==> src/rtl/axi_slv_rd_if.sv <==
// AR/R channel bundle between an AXI read master and the axi_slv_rd responder.
// The slave modport is the responder side; the master modport drives requests and accepts beats.
interface axi_slv_rd_if #(
  parameter int AXI_ID_WIDTH   = 4,
  parameter int AXI_ADDR_WIDTH = 32,
  parameter int DATA_WIDTH     = 32
);
  logic [AXI_ID_WIDTH-1:0]   axi_slv_arid;
  logic [AXI_ADDR_WIDTH-1:0] axi_slv_araddr;
  logic [7:0]                axi_slv_arlen;
  logic                      axi_slv_arvalid;
  logic                      axi_slv_arready;
  logic [AXI_ID_WIDTH-1:0]   axi_slv_rid;
  logic [DATA_WIDTH-1:0]     axi_slv_rdata;
  logic [1:0]                axi_slv_rresp;
  logic                      axi_slv_rlast;
  logic                      axi_slv_rvalid;
  logic                      axi_slv_rready;

  modport slave (
    input  axi_slv_arid, axi_slv_araddr, axi_slv_arlen, axi_slv_arvalid, axi_slv_rready,
    output axi_slv_arready, axi_slv_rid, axi_slv_rdata, axi_slv_rresp, axi_slv_rlast,
           axi_slv_rvalid
  );

  modport master (
    output axi_slv_arid, axi_slv_araddr, axi_slv_arlen, axi_slv_arvalid, axi_slv_rready,
    input  axi_slv_arready, axi_slv_rid, axi_slv_rdata, axi_slv_rresp, axi_slv_rlast,
           axi_slv_rvalid
  );
endinterface

==> src/rtl/axi_slv_rd.sv <==
// AXI read responder: queues AR requests and returns beats whose data is the beat address.
// Define AXI_SLV_RD_BURST_EN to honour arlen (INCR bursts); otherwise every request is one beat.
module axi_slv_rd #(
  parameter int                        AXI_ID_WIDTH   = 4,
  parameter int                        AXI_ADDR_WIDTH = 32,
  parameter int                        DATA_WIDTH     = 32,
  parameter int                        OSTD_DEPTH     = 4,
  parameter logic [AXI_ADDR_WIDTH-1:0] ADDR_LIMIT     = 'h1000
) (
  input logic         clk,
  input logic         rst_n,
  axi_slv_rd_if.slave slv
);
  localparam int PTR_W = $clog2(OSTD_DEPTH);
  localparam int MAX_W = (DATA_WIDTH > AXI_ADDR_WIDTH) ? DATA_WIDTH : AXI_ADDR_WIDTH;

  typedef enum logic {IDLE, BEAT} state_t;

  function automatic logic [DATA_WIDTH-1:0] beat_data(input logic [AXI_ADDR_WIDTH-1:0] a);
    logic [MAX_W-1:0] ext;
    ext = MAX_W'(a);
    return ext[DATA_WIDTH-1:0];
  endfunction

  function automatic logic [1:0] beat_resp(input logic [AXI_ADDR_WIDTH-1:0] a);
    return (a >= ADDR_LIMIT) ? 2'b10 : 2'b00;
  endfunction

  logic [AXI_ID_WIDTH-1:0]   id_q   [OSTD_DEPTH];
  logic [AXI_ADDR_WIDTH-1:0] addr_q [OSTD_DEPTH];
  logic [PTR_W-1:0]          wr_ptr, rd_ptr;
  logic [PTR_W:0]            count;
  logic                      full, empty, push, pop, hs;
  state_t                    state, state_nxt;
  logic [AXI_ID_WIDTH-1:0]   id_p1;
  logic [AXI_ADDR_WIDTH-1:0] addr_p1;
  logic                      vld_p1, last_p1;

`ifdef AXI_SLV_RD_BURST_EN
  localparam int BYTES = DATA_WIDTH / 8;
  logic [7:0] len_q [OSTD_DEPTH];
  logic [7:0] len_p1, beat_p1;
  assign last_p1 = (beat_p1 == len_p1);
`else
  assign last_p1 = 1'b1;
  wire unused_arlen = &{1'b0, slv.axi_slv_arlen};
`endif

  assign full  = (count == (PTR_W+1)'(OSTD_DEPTH));
  assign empty = (count == '0);
  // arready follows the count only, so a same-cycle pop never raises it early
  assign slv.axi_slv_arready = rst_n && !full;
  assign push = slv.axi_slv_arvalid && slv.axi_slv_arready;
  assign hs   = vld_p1 && slv.axi_slv_rready;

  always_ff @(posedge clk) begin
    if (!rst_n) begin
      wr_ptr <= '0;
      rd_ptr <= '0;
      count  <= '0;
    end else begin
      if (push) wr_ptr <= wr_ptr + 1'b1;
      if (pop)  rd_ptr <= rd_ptr + 1'b1;
      case ({push, pop})
        2'b10:   count <= count + 1'b1;
        2'b01:   count <= count - 1'b1;
        default: ;
      endcase
    end
  end

  // Stage p0: request storage
  always_ff @(posedge clk) begin
    if (push) begin
      id_q[wr_ptr]   <= slv.axi_slv_arid;
      addr_q[wr_ptr] <= slv.axi_slv_araddr;
`ifdef AXI_SLV_RD_BURST_EN
      len_q[wr_ptr]  <= slv.axi_slv_arlen;
`endif
    end
  end

  always_ff @(posedge clk) begin
    if (!rst_n) state <= IDLE;
    else        state <= state_nxt;
  end

  always_comb begin
    state_nxt = state;
    pop       = 1'b0;
    case (state)
      IDLE: if (!empty) begin
        pop       = 1'b1;
        state_nxt = BEAT;
      end
      BEAT: if (slv.axi_slv_rready && last_p1) state_nxt = IDLE;
      default: state_nxt = IDLE;
    endcase
  end

  // Stage p1: active burst, held stable until the beat handshakes
  always_ff @(posedge clk) begin
    if (pop) begin
      id_p1   <= id_q[rd_ptr];
      addr_p1 <= addr_q[rd_ptr];
`ifdef AXI_SLV_RD_BURST_EN
      len_p1  <= len_q[rd_ptr];
      beat_p1 <= '0;
    end else if (hs && !last_p1) begin
      beat_p1 <= beat_p1 + 1'b1;
      addr_p1 <= addr_p1 + AXI_ADDR_WIDTH'(BYTES);
`endif
    end
  end

  // Payload is gated by valid so outputs read zero whenever no beat is offered
  assign vld_p1             = (state == BEAT);
  assign slv.axi_slv_rvalid = vld_p1;
  assign slv.axi_slv_rid    = vld_p1 ? id_p1 : '0;
  assign slv.axi_slv_rdata  = vld_p1 ? beat_data(addr_p1) : '0;
  assign slv.axi_slv_rresp  = vld_p1 ? beat_resp(addr_p1) : 2'b00;
  assign slv.axi_slv_rlast  = vld_p1 && last_p1;
endmodule

==> src/flat_wrapper.sv <==
// flat-port wrapper written by rule: the top's interface ports become plain ports
module axi_slv_rd_flat 
#(
  parameter int                        AXI_ID_WIDTH   = 4,
  parameter int                        AXI_ADDR_WIDTH = 32,
  parameter int                        DATA_WIDTH     = 32,
  parameter int                        OSTD_DEPTH     = 4,
  parameter logic [AXI_ADDR_WIDTH-1:0] ADDR_LIMIT     = 'h1000
)
  (clk, rst_n, slv_axi_slv_arid, slv_axi_slv_araddr, slv_axi_slv_arlen, slv_axi_slv_arvalid, slv_axi_slv_rready, slv_axi_slv_arready, slv_axi_slv_rid, slv_axi_slv_rdata, slv_axi_slv_rresp, slv_axi_slv_rlast, slv_axi_slv_rvalid);
  axi_slv_rd_if #(.AXI_ID_WIDTH(AXI_ID_WIDTH), .AXI_ADDR_WIDTH(AXI_ADDR_WIDTH), .DATA_WIDTH(DATA_WIDTH)) slv_i ();
  input logic clk;
  input logic rst_n;
  input wire logic [$bits(slv_i.axi_slv_arid)-1:0] slv_axi_slv_arid;
  input wire logic [$bits(slv_i.axi_slv_araddr)-1:0] slv_axi_slv_araddr;
  input wire logic [$bits(slv_i.axi_slv_arlen)-1:0] slv_axi_slv_arlen;
  input wire logic [$bits(slv_i.axi_slv_arvalid)-1:0] slv_axi_slv_arvalid;
  input wire logic [$bits(slv_i.axi_slv_rready)-1:0] slv_axi_slv_rready;
  output wire logic [$bits(slv_i.axi_slv_arready)-1:0] slv_axi_slv_arready;
  output wire logic [$bits(slv_i.axi_slv_rid)-1:0] slv_axi_slv_rid;
  output wire logic [$bits(slv_i.axi_slv_rdata)-1:0] slv_axi_slv_rdata;
  output wire logic [$bits(slv_i.axi_slv_rresp)-1:0] slv_axi_slv_rresp;
  output wire logic [$bits(slv_i.axi_slv_rlast)-1:0] slv_axi_slv_rlast;
  output wire logic [$bits(slv_i.axi_slv_rvalid)-1:0] slv_axi_slv_rvalid;
  assign slv_i.axi_slv_arid = slv_axi_slv_arid;
  assign slv_i.axi_slv_araddr = slv_axi_slv_araddr;
  assign slv_i.axi_slv_arlen = slv_axi_slv_arlen;
  assign slv_i.axi_slv_arvalid = slv_axi_slv_arvalid;
  assign slv_i.axi_slv_rready = slv_axi_slv_rready;
  assign slv_axi_slv_arready = slv_i.axi_slv_arready;
  assign slv_axi_slv_rid = slv_i.axi_slv_rid;
  assign slv_axi_slv_rdata = slv_i.axi_slv_rdata;
  assign slv_axi_slv_rresp = slv_i.axi_slv_rresp;
  assign slv_axi_slv_rlast = slv_i.axi_slv_rlast;
  assign slv_axi_slv_rvalid = slv_i.axi_slv_rvalid;
  axi_slv_rd #(.AXI_ID_WIDTH(AXI_ID_WIDTH), .AXI_ADDR_WIDTH(AXI_ADDR_WIDTH), .DATA_WIDTH(DATA_WIDTH), .OSTD_DEPTH(OSTD_DEPTH), .ADDR_LIMIT(ADDR_LIMIT)) u_core (.clk(clk), .rst_n(rst_n), .slv(slv_i));
endmodule
==> config.mk <==
export PLATFORM = sky130hd
export DESIGN_NAME = axi_slv_rd_flat
export DESIGN_NICKNAME = d
export VERILOG_FILES = /design/src/rtl/axi_slv_rd_if.sv /design/src/rtl/axi_slv_rd.sv /design/src/flat_wrapper.sv
export SDC_FILE = /design/constraint.sdc
export NUM_CORES = 1
export LEC_CHECK = 0
export ABC_AREA = 1
export CORE_MARGIN = 8
export CORE_UTILIZATION = 55
export CTS_CLUSTER_DIAMETER = 120
export DETAILED_ROUTE_END_ITERATION = 16
export PLACE_DENSITY = 0.82
export SYNTH_ARGS = -nofsm -noshare
export SYNTH_HDL_FRONTEND = slang
export SYNTH_SLANG_ARGS = --single-unit
==> constraint.sdc <==
create_clock -name clk -period 3.2 [get_ports clk]
set_input_delay 0.64 -clock clk [delete_from_list [all_inputs] [get_ports clk]]
set_output_delay 0.64 -clock clk [all_outputs]
set_load 0.1 [all_outputs]
-- Word-level counts from Yosys, hierarchy flattened
Memory sizes are Yosys's and may differ from the RTL's. A register that Yosys moved wholly into a read port is not among the register bits.
Cells that the tools add are included.
Widths: inputs -> output; s select.
- output and inout bits: 41
- register bits: 8
- memory bits (writable): 144
- memories kept: 2
- logic and storage cells: 31
- reductions and logical operators: 5
- bitwise logic cells: 1
- equal/unequal tests: 3
- muxes and demuxes: 11
- add/sub/neg operators: 4
- $lt $le $gt $ge: 1
- memory list (name ; depth ; width ; rd ports ; clocked after Yosys merged registers in ; write ports ; line ; source):
    u_core.addr_q ; 4 ; 32 ; 1 ; 1 ; 1 ; axi_slv_rd.sv:30 ; logic [AXI_ADDR_WIDTH-1:0] addr_q [OSTD_DEPTH];
    u_core.id_q ; 4 ; 4 ; 1 ; 1 ; 1 ; axi_slv_rd.sv:29 ; logic [AXI_ID_WIDTH-1:0] id_q [OSTD_DEPTH];
- operator list (cell ; count):
    $ge 32x13->1 const B ; 1
    $mux 32 ; 1
    $pmux 3 s2 ; 1
    $mux 1 ; 5
    $add 2x1->2 const B ; 2
    $mux 2 ; 2
    $mux 4 ; 1
    $add 3x1->3 const B ; 1
    $eq 3x3->1 const B ; 1
    $logic_not 3->1 ; 1
    $sub 3x1->3 const B ; 1
    $eq 2x1->1 const B ; 1
    $eq 2x2->1 const B ; 1
    $logic_and 1x1->1 ; 2
    $pmux 1 s2 ; 1
    $reduce_bool 2->1 ; 1
    $logic_not 1->1 ; 1
    $not 1->1 ; 1

-- Logic depth before layout (Yosys ltp)
- word-level depth: 6
- gate-level depth with buffers: 12
- gate-level depth less buffers: 12

-- Worst setup path after synthesis
No wires, ideal clock.
- path kind: reg2reg
- start point: register u_core.state (netlist: u_core.slv.axi_slv_rlast)
- end point: register u_core.count[2]
- slack: 170 ps
- stages on the path, launching flop included: 12
- library setup time: 110 ps
- path buffers: 0
- data arrival time: 2920 ps
- path through: dfxtp_1 > inv_1 > nand2_1 > inv_1 > ha_1 > inv_1 > fa_1 > or2_2 > nand3_1 > nand2_1 > inv_1 > nor2_1
- cells in the longest elaborated chain, start to end: 3
- elaborated cells between the ends (all ways): 5
- classes of those cells: eq/ne (2); mux (2); reduce/logical (1)
- RTL lines (element ; line ; source):
    start, declared ; axi_slv_rd.sv:34 ; state_t state, state_nxt;
    start signal, assigned ; axi_slv_rd.sv:85 ; else state <= state_nxt;
    $mux 1 * ; axi_slv_rd.sv:91 ; case (state)
    via u_core.pop ; axi_slv_rd.sv:33 ; logic full, empty, push, pop, hs;
    $eq 2x1->1 or $eq 2x2->1 (tied branches) ; axi_slv_rd.sv:64 ; case ({push, pop})
    $pmux 3 s2 or $reduce_bool 2->1 (tied branches) ; -- ;
    end signal, assigned ; axi_slv_rd.sv:65 ; 2'b10: count <= count + 1'b1;
    end signal, assigned ; axi_slv_rd.sv:66 ; 2'b01: count <= count - 1'b1;
    end, declared ; axi_slv_rd.sv:32 ; logic [PTR_W:0] count;
The timed path passes the listed nets; every way through them passes the cells marked *.
A chain may end at the register's enable or synchronous reset.

-- Final worst setup path
- start point: input port rst_n
- end point: output port slv_axi_slv_arready
- cells in the longest elaborated chain, start to end: 1
- RTL lines (element ; line ; source):
    start, declared ; flat_wrapper.sv:13 ; input logic rst_n;
    $logic_and 1x1->1 ; axi_slv_rd.sv:52 ; assign slv.axi_slv_arready = rst_n && !full;
    end, declared ; flat_wrapper.sv:19 ; output wire logic [$bits(slv_i.axi_slv_arready)-1:0] slv_axi_slv_arready;
No other way between the ends.

==> results.md <==
- Slew margin rel.: 14.9%
- Cts repair resizes: 0
- Vias per Instance: 5.54
- Adder-Cell Fraction of Synth Area: around 1.1%
- Root buf cell: clkbuf_16
- Max Slew Vio Count: 0
- TritonCTS clock tree: done
- Critical path launch point type: input pin
- Compound-Gate Fraction of Synth Area: under 10%
- Post-synthesis register bit count: around 190
- Post-layout min period: around 2600 ps
- Critical Path Fanout Max: 8
- Power Dens Cells: approximately 1000 mW/mm2
- Largest family of logic cells by synthesized area: compound AO/OA/AOI/OAI gates
- Total track usage: between 10% and 20%
- Met2 GRT Util: 35.9%
- Max Fclk: approximately 380 MHz
- DRC errors left: 0
- Final wirelength: 16.2 mm
- First-pass GRT wire length: between 20 and 30 mm
- Fill cells: a little over 800
- Total negative slack: 0 ps
- Vias in the first global route: 4827
- Synth unique cells: 24
- Worst-Margin Slew: 1280 ps
- Core area: 0.0131 mm2
- Starting DRC count in detailed routing: slightly above 600
- Final hold violations: 0
- Post-synthesis sequential area ratio: between 70 and 80%
- Rows: 42
- EDFF count, synth: 180
- Hpwl dp: between 9 and 10 mm
- P_leak: roughly 3.4 nW
- Initial antenna violation count: 0
- Layout cells sized above 1: 13.9%
- TritonCTS Buffers: 17
- Largest net degree at the start of global routing: 75
- Avg Synthesized Cell Area: ~13 um2
- Port bufs: 79
- Critical path class: input pin to output port
- Post-Synth XOR/XNOR Area: 0%
- Die area: between 0.015 and 0.02 mm2
- I/O pin count: between 80 and 90
- Crit path DAT: 1960 ps
- Critical-path top delay cell: clkdlybuf4s50_1
- Min-Delay Path Class: register to register
- Clock Sinks: around 190
- Area growth from synthesis to layout: 26.7%
- Fraction of registers with async set/reset: 0%
- Routed vias: ~4.6k
- Die Ht: between 100 and 150 um
- Worst setup EP type: output port
- M3 GR Usage: roughly 4.0%
- Primary FF master, synth: edfxtp_1
- Worst path bufs/invs: 3
- Most common cell after layout, fill and taps aside: edfxtp_1
- Antenna cells: 0
- Initial Util: a little under three fifths
- Status: finished, final reports clean
- Routability Congestion: 0.828
- Most used routing layer in global routing: met2
- Yosys Warn Count: 0
- Synth area leader: edfxtp_1
- Synthesized instance count: 552
- Tot Pwr: 9.30 mW
- Latest clock arrival within the worst-skew pair: roughly 430 ps
- Fin nets: 689
- Total gr overflow: 0
- DRT Pass-1 Iters: 5
- Fin crit share: between 80% and 90%
- Cell Chain, Critical Path: clkdlybuf4s50_1 -> inv_1 -> a31oi_1 -> buf_12
- Maximum VDD drop: 0.000583 V
- Max-Cap Viols: 0
- Die width: about 130 um
- Clock-pin slew on the worst setup and hold paths: roughly 70 ps
- Per-cell routed wire length: slightly below 20 um
- Worst Skew: 12.8 ps
- Top area cells in the synthesized netlist: edfxtp_1, nor2_1, o21ai_0
- Most frequent cells in the layout: edfxtp_1, nor2_1, nand2_1, inv_1, o21ai_0
- Mux contribution to synthesized area: 0%
- CTS Hold Buffers Added: 0
- Met1 Track Usage GR: roughly 22%
- Worst endpoint required time: between 2000 and 3000 ps
- Final Setup Violations: 0
- Post-Synth Simple-Gate Area: 8.48%
- RSZ-0062 raised after global routing: no
- Clk buf depth: 2
- Share of the synthesized area in the top cell type: approximately 74%
- CP max stage delay: roughly 610 ps
- Cell Area, Synth: between 0.007 and 0.008 mm2
- H-tree depth: 4
- Synth Net Count: roughly 610
- Post-CTS Setup Repair Bufs: 0
- Top Family by Delay on Critical Path: buffers and inverters
- Remaining antenna violation count: 0
-- where the power goes --
| group | internal, mW | total [mW] | switching [mW] |
|---|---|---|---|
| sequential | 3.26 | 3.41 | 0.158 |
| combinational | 1.13 | 3.83 | 2.70 |
| clock | 1.16 | 2.05 | 0.895 |
-- registers in the layout, indices dropped and copies added (netlist names) --
signal and cells:
u_core.addr_q 128, u_core.addr_p1 32, u_core.id_q 16, u_core.id_p1 4, u_core.count 3, u_core.rd_ptr 2, u_core.wr_ptr 2, u_core.slv.axi_slv_rlast 1
-- metrics by stage --
stage	setup WS (ps)	instances	hold slack [ps]	area (um2)	utilization (%)
2_1_floorplan	170	552	483	7290	-
3_3_place_gp	647	792	506	8650	66.1
3_5_place_dp	616	792	530	8650	66.1
4_1_cts	626	824	539	9230	70.5
5_1_grt	544	824	551	9230	70.5
6_report	601	824	551	9230	70.5
-- cells in the mapped netlist (2+ instances only) --
cell type  count
a21oi_1        4
buf_2         11
buf_4          2
buf_6          8
clkbuf_1       6
dfxtp_1        8
edfxtp_1     180
ha_1           5
inv_1         53
nand2_1       53
nand3_1        9
nand4_1        2
nor2_1        93
o21ai_0       49
o21ai_1       25
o22ai_1       36
-- area by class of cell --
cell class | count | area [um2] | area share (%)
tap | 176 | 220 | 2.39
timing repair buffer | 93 | 1310 | 14.2
clock inverter | 13 | 141 | 1.53
clock buffer | 19 | 433 | 4.69
inverter | 54 | 203 | 2.20
multi-input combinational | 281 | 1360 | 14.7
sequential | 188 | 5570 | 60.3
-- kinds of logic after synthesis --
kind of cell	count (synthesis)
other	1
AO/OA/AOI/OAI	115
flip-flops	188
buffers and inverters	83
AND/OR/NAND/NOR	159
adder cells (fa/ha/maj)	6
-- worst register-to-register path: stages (launching register included) --
cell and delay (ps):
dfxtp_1 320, buf_4 210, inv_1 140, nand2_1 110, clkinv_1 90, ha_1 140, inv_1 70, fa_1 400
or2_2 320, nand3_1 70, nand2_1 50, inv_1 50, nor2_1 40
-- final timing paths --
| check | cells after the start | from | to | slack (ps) |
|---|---|---|---|---|
| worst min register to register | 2 | u_core.wr_ptr[1] | u_core.wr_ptr[1] | 550 |
| worst max-delay path | 4 | rst_n | slv_axi_slv_arready | 600 |
| worst max register to register | 12 | u_core.slv.axi_slv_rlast | u_core.count[2] | 1100 |
| worst min-delay path | 2 | u_core.wr_ptr[1] | u_core.wr_ptr[1] | 550 |
-- per-layer routing --
metal / share of wire, % / up-vias
met5: 0 / -
met4: 1.4 / 0
met3: 5.4 / 22
met2: 56 / 193
li1: - / 2118
met1: 38 / 2231
(Power assumes the default switching activity.)
